### config.mk
export PLATFORM = sky130hd
export DESIGN_NAME = dfi_bist_err_logger
export DESIGN_NICKNAME = d
export VERILOG_FILES = /design/src/rtl/dfi_bist_pkg.sv /design/src/rtl/dfi_bist_err_fifo.sv /design/src/rtl/dfi_bist_err_logger.sv
export SDC_FILE = /design/constraint.sdc
export NUM_CORES = 2
export LEC_CHECK = 0
export CAP_MARGIN = 20
export CORE_MARGIN = 3
export CORE_UTILIZATION = 35
export CTS_BUF_LIST = sky130_fd_sc_hd__clkbuf_16
export DETAILED_ROUTE_END_ITERATION = 10
export DONT_BUFFER_PORTS = 1
export PLACE_DENSITY = 0.51
export SLEW_MARGIN = 20
export SYNTH_ARGS = -nofsm -noshare
export SYNTH_HDL_FRONTEND = slang
export SYNTH_SLANG_ARGS = --single-unit
### constraint.sdc
create_clock -name core_clk -period 16.55 [get_ports core_clk]
set_input_delay 1.655 -clock core_clk [delete_from_list [all_inputs] [get_ports core_clk]]
set_output_delay 1.655 -clock core_clk [all_outputs]
set_load 0.02 [all_outputs]
### src/rtl/dfi_bist_pkg.sv
// Shared definitions for the DFI BIST error logger: beat count, log entry
// sizing and a saturating increment used by every statistics counter.
package dfi_bist_pkg;

    // One DFI read word carries this many beats of MEM_DQ_WIDTH bits.
    localparam int BEATS = 8;

    // Width of one log entry: {timestamp, group mask, per-bit error mask}.
    function automatic int entry_width(input int ts_w, input int dqs_w, input int dq_w);
        return ts_w + dqs_w + dq_w * BEATS;
    endfunction

    // Increment that sticks at the all-ones value of a 'width'-bit counter
    // (width 1..32); callers truncate the result back to their own width.
    function automatic logic [31:0] sat_inc(input logic [31:0] val, input int width);
        logic [31:0] max_val;
        max_val = (width >= 32) ? 32'hFFFF_FFFF : ((32'd1 << width) - 32'd1);
        return (val >= max_val) ? max_val : val + 32'd1;
    endfunction

endpackage

### src/rtl/dfi_bist_err_fifo.sv
// First-word-fall-through FIFO built on a register array. The head entry is
// read combinationally from storage so it is visible the cycle after the push.
// A pop and a push in the same cycle are both honoured, even when full.
module dfi_bist_err_fifo
    import dfi_bist_pkg::*;
#(
    parameter int WIDTH = 8,
    parameter int AW    = 4
) (
    input  logic             core_clk,
    input  logic             core_clk_rst_n,
    input  logic             clear,
    input  logic             push,
    input  logic [WIDTH-1:0] push_data,
    input  logic             pop,
    output logic [WIDTH-1:0] head_data,
    output logic             empty,
    output logic             full,
    output logic [AW:0]      level
);

    localparam int DEPTH = 1 << AW;

    logic [WIDTH-1:0] mem [DEPTH];
    logic [AW:0]      wr_ptr_reg;
    logic [AW:0]      rd_ptr_reg;
    logic             do_pop;
    logic             do_push;

    // Extra pointer MSB separates the full and empty cases.
    assign empty = (wr_ptr_reg == rd_ptr_reg);
    assign full  = (wr_ptr_reg[AW] != rd_ptr_reg[AW]) &&
                   (wr_ptr_reg[AW-1:0] == rd_ptr_reg[AW-1:0]);
    assign level = wr_ptr_reg - rd_ptr_reg;

    // A pop in the same cycle frees the slot a full-FIFO push needs.
    assign do_pop  = pop && !empty;
    assign do_push = push && (!full || do_pop);

    assign head_data = mem[rd_ptr_reg[AW-1:0]];

    // Pointer update; clear empties the FIFO and overrides push/pop.
    always_ff @(posedge core_clk or negedge core_clk_rst_n) begin
        if (!core_clk_rst_n) begin
            wr_ptr_reg <= '0;
            rd_ptr_reg <= '0;
        end else if (clear) begin
            wr_ptr_reg <= '0;
            rd_ptr_reg <= '0;
        end else begin
            if (do_push) wr_ptr_reg <= wr_ptr_reg + (AW+1)'(1);
            if (do_pop)  rd_ptr_reg <= rd_ptr_reg + (AW+1)'(1);
        end
    end

    // Storage write; contents need no reset because empty masks them.
    always_ff @(posedge core_clk) begin
        if (do_push && !clear) mem[wr_ptr_reg[AW-1:0]] <= push_data;
    end

endmodule

### src/rtl/dfi_bist_err_logger.sv
// Error logger behind the DFI read-data checker: timestamps each error event
// into a FWFT log, keeps per-byte-group saturating error counts, a sticky
// per-DQ-lane error map and a count of events lost to a full log.
module dfi_bist_err_logger
    import dfi_bist_pkg::*;
#(
    parameter int MEM_DQ_WIDTH  = 16,
    parameter int MEM_DQS_WIDTH = 2,
    parameter int LOG_AW        = 4,
    parameter int TS_WIDTH      = 32,
    parameter int CNT_WIDTH     = 16
) (
    input  logic                               core_clk,
    input  logic                               core_clk_rst_n,
    input  logic                               ddrphy_init_done,
    input  logic                               manu_clear,
    input  logic                               err_valid,
    input  logic [MEM_DQS_WIDTH-1:0]           err_group,
    input  logic [MEM_DQ_WIDTH*8-1:0]          err_data,
    input  logic [MEM_DQ_WIDTH*8-1:0]          exp_data,
    output logic                               log_valid,
    input  logic                               log_ready,
    output logic [TS_WIDTH-1:0]                log_ts,
    output logic [MEM_DQS_WIDTH-1:0]           log_group,
    output logic [MEM_DQ_WIDTH*8-1:0]          log_bitmask,
    output logic [LOG_AW:0]                    log_level,
    output logic                               log_overflow,
    output logic [CNT_WIDTH-1:0]               drop_cnt,
    output logic [MEM_DQ_WIDTH-1:0]            lane_err_sticky,
    output logic [MEM_DQS_WIDTH*CNT_WIDTH-1:0] group_err_cnt
);

    localparam int WORD_W  = MEM_DQ_WIDTH * BEATS;
    localparam int ENTRY_W = entry_width(TS_WIDTH, MEM_DQS_WIDTH, MEM_DQ_WIDTH);

    logic [TS_WIDTH-1:0]     ts_reg;
    logic [WORD_W-1:0]       bitmask;
    logic [ENTRY_W-1:0]      push_data;
    logic [ENTRY_W-1:0]      head_data;
    logic                    fifo_empty;
    logic                    fifo_full;
    logic                    fifo_push;
    logic                    fifo_pop;
    logic                    event_drop;
    logic                    event_live;
    logic [MEM_DQ_WIDTH-1:0] lane_hit;
    logic                    overflow_reg;
    logic [CNT_WIDTH-1:0]    drop_cnt_reg;
    logic [MEM_DQ_WIDTH-1:0] lane_reg;

    // An event coinciding with manu_clear is discarded everywhere.
    assign event_live = err_valid && !manu_clear;
    assign bitmask    = err_data ^ exp_data;
    assign push_data  = {ts_reg, err_group, bitmask};
    assign fifo_push  = event_live;
    assign fifo_pop   = log_valid && log_ready;
    // Lost only when full and no pop frees a slot this cycle.
    assign event_drop = event_live && fifo_full && !fifo_pop;

    dfi_bist_err_fifo #(
        .WIDTH (ENTRY_W),
        .AW    (LOG_AW)
    ) u_fifo (
        .core_clk       (core_clk),
        .core_clk_rst_n (core_clk_rst_n),
        .clear          (manu_clear),
        .push           (fifo_push),
        .push_data      (push_data),
        .pop            (fifo_pop),
        .head_data      (head_data),
        .empty          (fifo_empty),
        .full           (fifo_full),
        .level          (log_level)
    );

    // Head fields are forced to zero while the log is empty.
    assign log_valid   = !fifo_empty;
    assign log_ts      = log_valid ? head_data[ENTRY_W-1 -: TS_WIDTH]     : '0;
    assign log_group   = log_valid ? head_data[WORD_W +: MEM_DQS_WIDTH]   : '0;
    assign log_bitmask = log_valid ? head_data[WORD_W-1:0]                : '0;

    // Free-running timestamp while the PHY is initialised; clear leaves it alone.
    always_ff @(posedge core_clk or negedge core_clk_rst_n) begin
        if (!core_clk_rst_n)       ts_reg <= '0;
        else if (ddrphy_init_done) ts_reg <= ts_reg + TS_WIDTH'(1);
    end

    // Fold the eight beats of the error mask onto the DQ lanes.
    always_comb begin
        lane_hit = '0;
        for (int b = 0; b < BEATS; b++) begin
            lane_hit = lane_hit | bitmask[b*MEM_DQ_WIDTH +: MEM_DQ_WIDTH];
        end
    end

    // Sticky lane map; dropped events still mark their lanes.
    always_ff @(posedge core_clk or negedge core_clk_rst_n) begin
        if (!core_clk_rst_n)  lane_reg <= '0;
        else if (manu_clear)  lane_reg <= '0;
        else if (err_valid)   lane_reg <= lane_reg | lane_hit;
    end

    // Sticky overflow flag and saturating count of dropped events.
    always_ff @(posedge core_clk or negedge core_clk_rst_n) begin
        if (!core_clk_rst_n) begin
            overflow_reg <= 1'b0;
            drop_cnt_reg <= '0;
        end else if (manu_clear) begin
            overflow_reg <= 1'b0;
            drop_cnt_reg <= '0;
        end else if (event_drop) begin
            overflow_reg <= 1'b1;
            drop_cnt_reg <= CNT_WIDTH'(sat_inc(32'(drop_cnt_reg), CNT_WIDTH));
        end
    end

    assign log_overflow    = overflow_reg;
    assign drop_cnt        = drop_cnt_reg;
    assign lane_err_sticky = lane_reg;

    // One saturating error counter per DQS group, dropped events included.
    generate
        for (genvar gi = 0; gi < MEM_DQS_WIDTH; gi++) begin : g_grp_cnt
            logic [CNT_WIDTH-1:0] cnt_reg;

            // Count events that flag this group.
            always_ff @(posedge core_clk or negedge core_clk_rst_n) begin
                if (!core_clk_rst_n)                  cnt_reg <= '0;
                else if (manu_clear)                  cnt_reg <= '0;
                else if (err_valid && err_group[gi])  cnt_reg <= CNT_WIDTH'(sat_inc(32'(cnt_reg), CNT_WIDTH));
            end

            assign group_err_cnt[gi*CNT_WIDTH +: CNT_WIDTH] = cnt_reg;
        end
    endgenerate

endmodule

After elaboration in Yosys (flattened, before gate mapping):

Memory sizes are Yosys's and may differ from the RTL's.
Index checks and enable logic that the tools add are counted.

* input bits: 264
* RAM bits: 2592
* output and inout port bits: 233
* word-level logic and storage cells: 74
* memories kept: 1
* flip-flop bits (word level): 107

* bitwise gates (word level): 9
* add/subtract/negate cells: 7
* equality and inequality tests: 3
* muxes and demuxes: 22
* magnitude comparators: 3
* reductions and logical operators: 21

Memory list
* u_fifo.mem: words 16, width 162, rd ports 1, clocked after Yosys merged registers in 0, write ports 1, line dfi_bist_err_fifo.sv:24 `logic [WIDTH-1:0] mem [DEPTH];`

Operators by type and width (count)
* 16-bit 2-to-1 mux: 11
* 128-bit 2-to-1 mux: 1
* 16-bit bitwise OR: 8
* 128-bit XOR: 1
* 16-bit by 1-bit adder with 16-bit output (second input constant): 3
* 16-bit greater-or-equal comparator (second input constant): 3
* 32-bit by 1-bit adder with 32-bit output (second input constant): 1
* 32-bit 2-to-1 mux: 1
* 5-bit 2-to-1 mux: 4
* 2-bit nonzero test: 6
* 5-bit by 1-bit adder with 5-bit output (second input constant): 2
* 1-bit logical AND: 10
* 5-bit equality test: 1
* 5-bit subtractor: 1
* 4-bit equality test: 1
* 1-bit zero test: 4
* 1-bit 2-to-1 mux: 4
* 2-bit 2-to-1 mux: 1
* 1-bit logical OR: 1
* 1-bit inequality test: 1

Logic depth before layout (Yosys ltp):

* depth after elaboration: 11
* mapped depth: 12
* mapped depth without buffers: 7

Cells and area by module:

From an unflattened synthesis, not the netlist that was laid out.

* cells, all modules: 5202
* area total of the unflattened synthesis: 106519.7 um2

By module, submodules not included
* dfi_bist_err_fifo: cells an instance 4405, area each 99392.8 um2, seq. area each 78084.9 um2, times used 1
* dfi_bist_err_logger: cells an instance 797, area each 7126.8 um2, seq. area each 2427.3 um2, times used 1

Worst setup path before layout:

OpenSTA, ideal clock, no wires.

* path type: in2reg
* start point: in err_valid
* end point: mem u_fifo.mem[3][0] (netlist name), enable pin
* buffers on the path: 1
* arrival time: 13340 ps
* slack: 2328 ps
* stages: 5
* cells stage by stage: clkbuf_2 -> nor2b_1 -> o31a_2 -> nand2_1 -> nor3_1

* longest elaborated chain between the ends: 5

Ends and longest elaborated chain
* from (decl): line dfi_bist_err_logger.sv:17 `input logic err_valid,`
* 1-bit logical AND: line dfi_bist_err_logger.sv:52 `assign event_live = err_valid && !manu_clear;`
* 1-bit logical AND: line dfi_bist_err_fifo.sv:38 `assign do_push = push && (!full || do_pop);`
* 1-bit logical AND: line dfi_bist_err_fifo.sv:58 `if (do_push && !clear) mem[wr_ptr_reg[AW-1:0]] <= push_data;`
* 1-bit 2-to-1 mux: line dfi_bist_err_fifo.sv:58
* 1-bit 2-to-1 mux (implied by the code): line dfi_bist_err_fifo.sv:58
* to (decl): line dfi_bist_err_fifo.sv:24

Every way passes these cells.

Worst setup path in the final report:

* start point: reg u_fifo.rd_ptr_reg[0]
* end point: out log_bitmask[22]

* longest elaborated chain between the ends: 2

Ends and longest elaborated chain
* from (decl): line dfi_bist_err_fifo.sv:26 `logic [AW:0] rd_ptr_reg;`
* from (signal assigned): line dfi_bist_err_fifo.sv:52 `if (do_pop) rd_ptr_reg <= rd_ptr_reg + (AW+1)'(1);`
* memory 16 x 162 bit / 5-bit equality test (equally long branches)
* 128-bit 2-to-1 mux *: line dfi_bist_err_logger.sv:80 `assign log_bitmask = log_valid ? head_data[WORD_W-1:0] : '0;`
* to (decl): line dfi_bist_err_logger.sv:25 `output logic [MEM_DQ_WIDTH*8-1:0] log_bitmask,`

Mark *: on every way between the ends. The rest lies on a longest branch, timed or not.

==> out/metrics.yaml <==
switchingPower_w: 0.00416
start_util: 0.353
combPwrFrac: 0.133
post-place-ws_ns: 9.45
ios: 497
synthAdderAreaFrac: 0.00175
cts.path.max_buffers: 4
fin_skew_ns: 0.0362
vdd_drop_max_v: 0.0000771
drtIter0Drc: 4759
criticalPathCategory: "reg -> out"
synth_compound_area_frac: 0.0145
fin_setup_tns_ns: 0
portBuffers: 0
yosys.area_share.simple: 0.0142
synth_mux_area_frac: 0.171
slew_viol_final: 0
coreArea_um2: 295000
ys.flop_type: "edfxtp_1"
synthDistinctLibCells: 52
hpwl_um: 158000
p_leak_nw: 39.8
report.final.hold_viol_count: 0
area_growth_pct: 15.0
multi_input_area_um2: 23500
period_share: 0.471
cts_tree: "done"
slew_headroom: 0.254
status: "finished, final reports clean"
cts_max_level: 5
reg2reg_depth: 9
die_h_um: 552
cts_root_buffer: "clkbuf_16"
drv_cap: 0
worstMarginPinSlew_ns: 1.12
seq_area_frac_synth: 0.771
drc: 0
cpPeakStageDelay_ns: 0.92
start_kind: "register"
setup_violations: 0
gp_congestion: 0.742
grt_first_pass_wirelength_um: 408000
synth_xor_area_frac: 0.0163
nets: 5237
cts_made_buffers: 298
gr-usage-all-layers: 0.187
slowest_stage: "dfrtp_4"
fill_cells: 26000
routed_wl_um: 291000
grt_pass1_vias: 52100
grt_overflow: 0
drive_gt1_frac: 0.263
syn_area_um2: 104000
regArea_um2: 80500
grt_max_degree: 108
drtPass1Iterations: 6
ant_nets: 0
largest_reg_flops: 2592
setup_slack_ns: 8.76
synth_top_family_by_area: "multiplexers"
p_int_w: 0.0120
die_x_um: 552
p_clk_frac: 0.388
synthCells: 4672
wl_per_cell_um: 31.9
endpoint_kind: "output port"
synth-edff-count: 2592
max_freq_ghz: 0.128
synthesis.nets: 4950
worstPathCellList: "buf_4 -> buf_4 -> buf_4 -> buf_4 -> mux4_2 -> mux2i_1 -> o22ai_1"
antenna_found_initial: 13
hold_buffers: 0
vias_per_cell: 5.40
ys_ff_latch: 2699
r2r_slack_ns: 10.62
holdCritPathClass: "in -> async"
worstPathRequired_ns: 14.89
cts-resized-gates: 0
fp-row-count: 199
dieArea_um2: 305000
cts_setup_buffers: 0
clock_sinks: 2699
finalCriticalPeriod_ns: 7.79
p_per_area_nw_per_um2: 135
layout_commonest_cell: "edfxtp_1"
most-common-layout-cells: "edfxtp_1 (2,592), mux4_2 (648), mux2i_1 (327)"
crit_top_cell: "buf_4"
arrival_ns: 6.14
clk_latency_ns: 0.87
avgSynthCellArea_um2: 22.3
seqPwrFrac: 0.479
ys_warn_count: 0
rsz0062_at_grt: "false"
cp_max_fo: 39
path_clk_slew_ns: 0.06
p_sw_frac: 0.257
via_count: 49300
async_reset_ff_frac: 0.0396
## cell families after synthesis
group                      after synthesis
DFF                                   2699
muxes                                  976
buffers and inverters                  249
and+or+nand+nor                        293
AOI/OAI and AO/OA                      247
adders and majority gates               14
xor gates and xnor gates               194
## power groups by stage
stage | Clock (W) | Sequential, W | Combinational (W)
2_1_floorplan | 0 | 0.00787 | 0.00150
3_3_place_gp | 0 | 0.00789 | 0.00220
3_5_place_dp | 0 | 0.00790 | 0.00222
4_1_cts | 0.00643 | 0.00775 | 0.00222
5_1_grt | 0.00671 | 0.00776 | 0.00232
6_report | 0.00627 | 0.00775 | 0.00215
## worst max-delay path, delay by kind of cell, from the launching register on
family                 cells  cell delay (ns)
multiplexers               2             0.89
flip-flops                 1             0.92
AO/OA/AOI/OAI              1             0.27
buffers and inverters      4             2.96
## routing by layer
metal | vias up | track usage | share of wire
li1 | 20200 | - | -
met1 | 27200 | 0.260 | 0.43
met2 | 1464 | 0.305 | 0.49
met3 | 341 | 0.0420 | 0.065
met4 | 0 | 0.0364 | 0.018
met5 | - | 0 | 0
## final timing paths
kind	start	endpoint
min in group core_clk	u_fifo.rd_ptr_reg[4]$_DFFE_PN0P_	u_fifo.rd_ptr_reg[4]$_DFFE_PN0P_
hold reg to reg	u_fifo.rd_ptr_reg[4]$_DFFE_PN0P_	u_fifo.rd_ptr_reg[4]$_DFFE_PN0P_
setup reg to reg	u_fifo.rd_ptr_reg[3]$_DFFE_PN0P_	u_fifo.mem[15][21]$_DFFE_PP_
max in group asynchronous	core_clk_rst_n	lane_err_sticky[7]$_DFFE_PN0P_
hold / removal	core_clk_rst_n	ts_reg[26]$_DFFE_PN0P_
setup / recovery	u_fifo.rd_ptr_reg[0]$_DFFE_PN0P_	log_bitmask[22]
## through the flow
| stage | power, W | hold slack (ns) | util | area [um2] | instances |
|---|---|---|---|---|---|
| floorplan | 0.00937 | 0.561 | - | 104000 | 4672 |
| global placement | 0.0101 | 0.589 | 0.374 | 111000 | 8573 |
| detailed placement | 0.0101 | 0.615 | 0.375 | 111000 | 8577 |
| CTS | 0.0164 | 0.406 | 0.406 | 120000 | 9114 |
| global route | 0.0168 | 0.409 | 0.406 | 120000 | 9117 |
| finish | 0.0162 | 0.497 | 0.406 | 120000 | 9117 |
## cell usage after synthesis, types with 10 or more instances
cell type | n | share of area
o22ai_1 | 163 | 0.0098
buf_2 | 93 | 0.0045
nor4_1 | 36 | 0.0022
ha_1 | 13 | 0.0016
nand3_1 | 38 | 0.0018
clkbuf_1 | 86 | 0.0031
mux2i_1 | 327 | 0.031
mux4_2 | 648 | 0.14
and3_1 | 15 | 0.00090
nand2_1 | 59 | 0.0021
xor2_1 | 153 | 0.013
nor3_1 | 21 | 0.0010
nand4_1 | 24 | 0.0014
buf_1 | 43 | 0.0015
buf_4 | 10 | 0.00072
nor2_1 | 74 | 0.0027
a21oi_1 | 30 | 0.0014
inv_1 | 15 | 0.00054
xnor2_1 | 41 | 0.0034
edfxtp_1 | 2592 | 0.75
o21ai_0 | 30 | 0.0014
dfrtp_1 | 107 | 0.026
## cell type report
type                       count  share of cell area
clock buffer                 304              0.0634
antenna                        2           0.0000417
clock inverter               233              0.0133
sequential                  2699               0.671
inverter                      15            0.000532
timing repair buffer         221              0.0150
multi-input combinational   1724               0.196
tap                         3919              0.0409
Power figures use the tool's default switching activity.
